===== config.mk =====
export PLATFORM = sky130hd
export DESIGN_NAME = reconf_lut_grid
export DESIGN_NICKNAME = d
export VERILOG_FILES = /design/src/rtl/reconf_lut_grid_pkg.sv /design/src/rtl/reconf_le.sv /design/src/rtl/reconf_lut_grid.sv
export SDC_FILE = /design/constraint.sdc
export NUM_CORES = 2
export LEC_CHECK = 0
export CAP_MARGIN = 0
export CORE_MARGIN = 2
export CORE_UTILIZATION = 40
export DETAILED_ROUTE_END_ITERATION = 8
export PLACE_DENSITY = 0.65
export SYNTH_ARGS = -nofsm -noshare
export SYNTH_HDL_FRONTEND = slang
export SYNTH_SLANG_ARGS = --single-unit

===== constraint.sdc =====
create_clock -name clk -period 45.1 [get_ports clk]
set_input_delay 11.275 -clock clk [delete_from_list [all_inputs] [get_ports clk]]
set_output_delay 11.275 -clock clk [all_outputs]
set_load 0.005 [all_outputs]

===== src/rtl/reconf_lut_grid_pkg.sv =====
// Shared types and sizing helpers for the reconfigurable LUT grid.
// Config words are MSB-first: per LE func then sel3..sel0, then output selects, then pad.
package reconf_lut_grid_pkg;

  typedef enum logic [1:0] {
    S_IDLE = 2'd0,
    S_LOAD = 2'd1,
    S_RUN  = 2'd2
  } state_t;

  localparam int FUNC_W = 16;
  localparam int N_SEL  = 4;

  function automatic int sel_w(input int n_in, input int nle);
    int src;
    src = n_in + nle;
    return (src < 2) ? 1 : $clog2(src);
  endfunction

  function automatic int le_cfg_w(input int selw);
    return FUNC_W + N_SEL * selw;
  endfunction

  function automatic int cfg_bits(input int n_in, input int nle, input int n_out);
    return nle * le_cfg_w(sel_w(n_in, nle)) + n_out * sel_w(n_in, nle);
  endfunction

  function automatic int cfg_beats(input int bits, input int cfg_w);
    return (bits + cfg_w - 1) / cfg_w;
  endfunction

  // Field offsets inside one LE config word: func on top, sel0 at the LSB.
  function automatic int func_lsb(input int selw);
    return N_SEL * selw;
  endfunction

  function automatic int sel_lsb(input int k, input int selw);
    return k * selw;
  endfunction

endpackage


===== src/rtl/reconf_le.sv =====
// One logic element: four source muxes feeding a 16-entry LUT, registered output.
module reconf_le
  import reconf_lut_grid_pkg::*;
#(
  parameter int SRC  = 6,
  parameter int SELW = 3
) (
  input  logic                         clk,
  input  logic                         rst,
  input  logic                         clr,
  input  logic                         en,
  input  logic [SRC-1:0]               src,
  input  logic [FUNC_W+N_SEL*SELW-1:0] cfg,
  output logic                         q
);

  logic [FUNC_W-1:0] func;
  logic [N_SEL-1:0]  idx;

  assign func = cfg[func_lsb(SELW) +: FUNC_W];

  // Selects past the source space read as constant 0.
  for (genvar k = 0; k < N_SEL; k++) begin : g_sel
    logic [SELW-1:0] s;
    assign s      = cfg[sel_lsb(k, SELW) +: SELW];
    assign idx[k] = (int'(s) < SRC) ? src[s] : 1'b0;
  end

  always_ff @(posedge clk or posedge rst) begin
    if (rst)      q <= 1'b0;
    else if (clr) q <= 1'b0;
    else if (en)  q <= func[idx];
  end

endmodule


===== src/rtl/reconf_lut_grid.sv =====
// Grid of registered LUT elements loaded through a beat-serial config port.
// Sources are {le_q, in}; outputs pick any source combinationally while running.
module reconf_lut_grid
  import reconf_lut_grid_pkg::*;
#(
  parameter int ROWS  = 5,
  parameter int COLS  = 5,
  parameter int N_IN  = 4,
  parameter int N_OUT = 1,
  parameter int CFG_W = 8
) (
  input  logic             clk,
  input  logic             rst,
  input  logic [N_IN-1:0]  in,
  input  logic             en,
  input  logic             cfg_start,
  input  logic             cfg_valid,
  input  logic [CFG_W-1:0] cfg_data,
  output logic             cfg_ready,
  output logic             cfg_done,
  output logic             running,
  output logic [N_OUT-1:0] out
);

  localparam int NLE   = ROWS * COLS;
  localparam int SRC   = N_IN + NLE;
  localparam int SELW  = sel_w(N_IN, NLE);
  localparam int LE_W  = le_cfg_w(SELW);
  localparam int BITS  = cfg_bits(N_IN, NLE, N_OUT);
  localparam int BEATS = cfg_beats(BITS, CFG_W);
  localparam int TOT   = BEATS * CFG_W;
  localparam int CNT_W = (BEATS < 2) ? 1 : $clog2(BEATS);

  state_t           state, state_nxt;
  logic             done_q, done_nxt;
  logic [CNT_W-1:0] cnt;
  logic [TOT-1:0]   cfg_q;
  logic             beat, last_beat;
  logic             le_clr, le_en;
  logic [NLE-1:0]   le_q;
  logic [SRC-1:0]   src;

  // A restart wins over a beat presented in the same cycle.
  assign beat      = cfg_valid & (state == S_LOAD) & ~cfg_start;
  assign last_beat = beat & (int'(cnt) == BEATS - 1);

  always_ff @(posedge clk or posedge rst) begin
    if (rst) begin
      state  <= S_IDLE;
      done_q <= 1'b0;
    end else begin
      state  <= state_nxt;
      done_q <= done_nxt;
    end
  end

  always_comb begin
    state_nxt = state;
    done_nxt  = 1'b0;
    if (cfg_start) begin
      state_nxt = S_LOAD;
    end else if (last_beat) begin
      state_nxt = S_RUN;
      done_nxt  = 1'b1;
    end
  end

  always_comb begin
    cfg_ready = (state == S_LOAD);
    running   = (state == S_RUN);
    cfg_done  = done_q;
  end

  always_ff @(posedge clk or posedge rst) begin
    if (rst) begin
      cnt   <= '0;
      cfg_q <= '0;
    end else if (cfg_start) begin
      cnt   <= '0;
      cfg_q <= '0;
    end else if (beat) begin
      cfg_q <= (cfg_q << CFG_W) | TOT'(cfg_data);
      cnt   <= last_beat ? '0 : cnt + 1'b1;
    end
  end

  assign src    = {le_q, in};
  assign le_clr = (state != S_RUN) | cfg_start;
  assign le_en  = (state == S_RUN) & en;

  for (genvar k = 0; k < NLE; k++) begin : g_le
    reconf_le #(.SRC(SRC), .SELW(SELW)) u_le (
      .clk (clk),
      .rst (rst),
      .clr (le_clr),
      .en  (le_en),
      .src (src),
      .cfg (cfg_q[TOT-1-k*LE_W -: LE_W]),
      .q   (le_q[k])
    );
  end

  for (genvar j = 0; j < N_OUT; j++) begin : g_out
    logic [SELW-1:0] osel;
    assign osel   = cfg_q[TOT-1-NLE*LE_W-j*SELW -: SELW];
    assign out[j] = (running && int'(osel) < SRC) ? src[osel] : 1'b0;
  end

  if (TOT > BITS) begin : g_pad
    logic pad_unused;
    assign pad_unused = ^cfg_q[TOT-BITS-1:0];
  end

endmodule


==> summary.json <==
{
  "cts": {
    "post-cts-setup-buffer-count": 0,
    "ctsHtreeMaxLevel": 3,
    "clock_tree.root_cell": "clkbuf_16",
    "tritoncts": "built",
    "cts.reportedPaths.clkPinSlew_ps": 60,
    "cts-hold-fix-buffers": 0,
    "tritoncts_num_sinks": 947,
    "cts_inserted_buffers": 106,
    "clockBufferDepth": 3,
    "postCtsResizedCells": 0,
    "worst_skew_pair.late_latency_ps": 730
  },
  "worst_setup_path": {
    "critical_setup_path_class": "input pin to primary output",
    "timing.critical_path.slowest_stage_cell": "clkdlybuf4s50_1",
    "worstPathMaxFanout": 50,
    "critical_path_arrival_ps": 13680,
    "crit_path_max_incr_delay_ps": 620,
    "setup.reg_to_reg.worst_slack_ps": 39960,
    "crit_chain": "buf_4 -> mux4_2 -> mux4_2 -> mux2i_1 -> nor2_1 -> clkdlybuf4s50_1",
    "timing.critical_path.mode_cell": "mux4_2",
    "critical_path.startpoint_type": "input pin",
    "worst-path-buf-inv": 2,
    "critPathTopFamily": "buffers and inverters",
    "required_time_of_the_worst_setup_path_ps": 33830,
    "critPathCaptureType": "primary output"
  },
  "timing": {
    "timing.hold.ws_ps": 489,
    "slew_worst_pin_ps": 1220,
    "relative_slew_slack": 0.188,
    "max_freq_mhz": 40.1,
    "report.final.slew_viol_count": 0,
    "rsz0062_at_grt": "false",
    "period_share": 0.553,
    "period_needed_ps": 24960,
    "fin_worst_skew_ps": 21.4,
    "report.final.setup_viol": 0,
    "finalSetupTns_ps": 0,
    "timing_hold_violations_final": 0
  },
  "routing": {
    "avgRoutedWirePerCell_um": 30.3,
    "routed_via_density": 7.18,
    "wl_um": 197000,
    "detailedRoute.firstIterationViolations": 5962,
    "drc_errors": 0,
    "vias_after_detailed_routing": 46500,
    "antenna_left": 0,
    "drt_pre_antenna_iters": 5
  },
  "synthesis": {
    "ys.warnings.count": 0,
    "synth.net_count": 4929,
    "synth_async_sr_flop_share": 1.00,
    "seq_area_frac_synth": 0.376,
    "count_of_flip_flops_with_a_built_in_enable_after_synthesis": 0,
    "post_synth_inst_count": 4910,
    "synth-seq-cells": 947,
    "avgSynthCellArea_um2": 12.8,
    "synth.cell_area_um2": 63100,
    "ys_types": 85,
    "yosys-top-cells-area": "dfrtp_1 38%, mux4_2 26%, a22o_1 12%, mux2i_1 6.6%, clkbuf_1 3.7%",
    "synth_top_area_frac": 0.376,
    "synth-main-ff-cell": "dfrtp_1",
    "synthDominantAreaCellType": "dfrtp_1"
  },
  "floorplan": {
    "fp.dieH_um": 401,
    "core_um2": 156000,
    "die-area_um2": 161000,
    "floorplan.rows": 145,
    "io_pins": 21,
    "start_util": 0.403,
    "die_x_um": 401
  },
  "status": {
    "run_status": "completed"
  },
  "power": {
    "power.density_cell_area_nw_per_um2": 28.3,
    "vdd_drop_max_mv": 0.0274,
    "p_leak_nw": 26.0
  },
  "flow_run": {
    "drv_cap": 0
  },
  "final_layout": {
    "layout-drive-gt1-share": 0.265,
    "area_delta_synth_final_pct": 6.97,
    "final_net_count": 4349
  },
  "place": {
    "dp_hpwl_um": 103000,
    "gp_routability_congestion": 0.808,
    "placement.io_buffers": 20
  },
  "global_routing": {
    "vias_in_the_first_global_route": 46000,
    "first_pass_grt_wire_length_um": 302000,
    "grt_max_degree": 164,
    "global_route.overflow_total": 0,
    "antenna_found_initial": 2,
    "all_layer_global_routing_usage": 0.240
  },
  "min_path": {
    "worstHoldPathType": "register to register"
  }
}
per-layer routing:
| layer | track usage | share of wire | routed length (µm) |
|---|---|---|---|
| met1 | 0.335 | 0.39 | 77000 |
| met2 | 0.364 | 0.45 | 89300 |
| met3 | 0.0620 | 0.12 | 23000 |
| met4 | 0.0819 | 0.037 | 7280 |
| met5 | 0 | 0 | 0 |
cell usage after synthesis, drive strengths merged (25+ instances only):
cell type,instances
dfrtp,947
a22o,878
mux4,754
clkbuf,635
mux2i,414
buf,170
nand2,139
o21ai,90
nor2,78
mux2,76
nand3b,71
nand2b,54
inv,50
nor3b,49
nor2b,48
o211ai,33
nand3,32
a211oi,30
nor3,29
o22ai,25
sequential cells by signal (all words and copies together) (netlist names):
name / cells
cfg_q: 912
cfg_done: 1
g_le.u_le.q: 25
cnt: 7
state: 2
kinds of logic (layout without fill, tap and decap cells):
| logic type | Yosys count | after routing | share of synthesized area |
|---|---|---|---|
| buffers and inverters | 855 | 366 | 0.0521 |
| adders and majority gates | 2 | 2 | 0.000397 |
| muxes | 1244 | 1244 | 0.350 |
| xor gates and xnor gates | 4 | 4 | 0.000555 |
| and+or+nand+nor | 596 | 596 | 0.0541 |
| AOI/OAI and AO/OA | 1262 | 1262 | 0.167 |
| DFF | 947 | 947 | 0.376 |
| other | 0 | 2 | 0 |
power by group:
group          leakage (nW)  internal, mW  switching (mW)  total, mW
combinational          10.9        0.0267          0.0722     0.0989
sequential             13.2         0.851         0.00214      0.853
clock                  1.86         0.576           0.383      0.959
layout by cell type (no fill, tap or decap), drive strengths merged, types with 22 or more instances in the layout:
cell    instances
dfrtp         947
a22o          878
mux4          754
mux2i         414
clkbuf        146
nand2         139
buf           101
o21ai          90
nor2           78
mux2           76
nand3b         71
nand2b         54
inv            53
nor3b          49
nor2b          48
o211ai         33
nand3          32
a211oi         30
nor3           29
o22ai          25
clkinv         24
a21oi          22
stage by stage:
stage	instance area (µm²)	power, mW	util	setup WS [ps]	instances
floorplan	63100	0.941	-	7190	4910
global placement	63600	0.965	0.407	20220	6280
detailed placement	63600	0.966	0.407	20240	6280
CTS	67500	1.92	0.431	20220	6479
global route	67500	1.96	0.431	20210	6479
finish	67500	1.91	0.431	20140	6481
path summary, 6_finish.rpt:
path / startpoint / endpoint / depth (start not counted)
worst max-delay path: in[0] / out / 6
worst min register to register: cfg_q[889] / cfg_q[897] / 1
max in group asynchronous: rst / g_le[6].u_le.q / 5
worst max register to register: state[0] / cfg_q[640] / 8
min in group asynchronous: rst / cnt[4] / 2
worst min-delay path: cfg_q[889] / cfg_q[897] / 1
final cells by class:
| cell class | count | area, µm² |
|---|---|---|
| Tap cell | 2058 | 2570 |
| Clock inverter | 53 | 762 |
| Sequential cell | 947 | 23800 |
| Clock buffer | 146 | 3060 |
| Inverter | 50 | 195 |
| Multi-Input combinational cell | 3108 | 36100 |
| Fill cell | 14100 | 88900 |
| Timing Repair Buffer | 117 | 956 |
| Antenna cell | 2 | 5.00 |
Power figures use the tool's default switching activity.
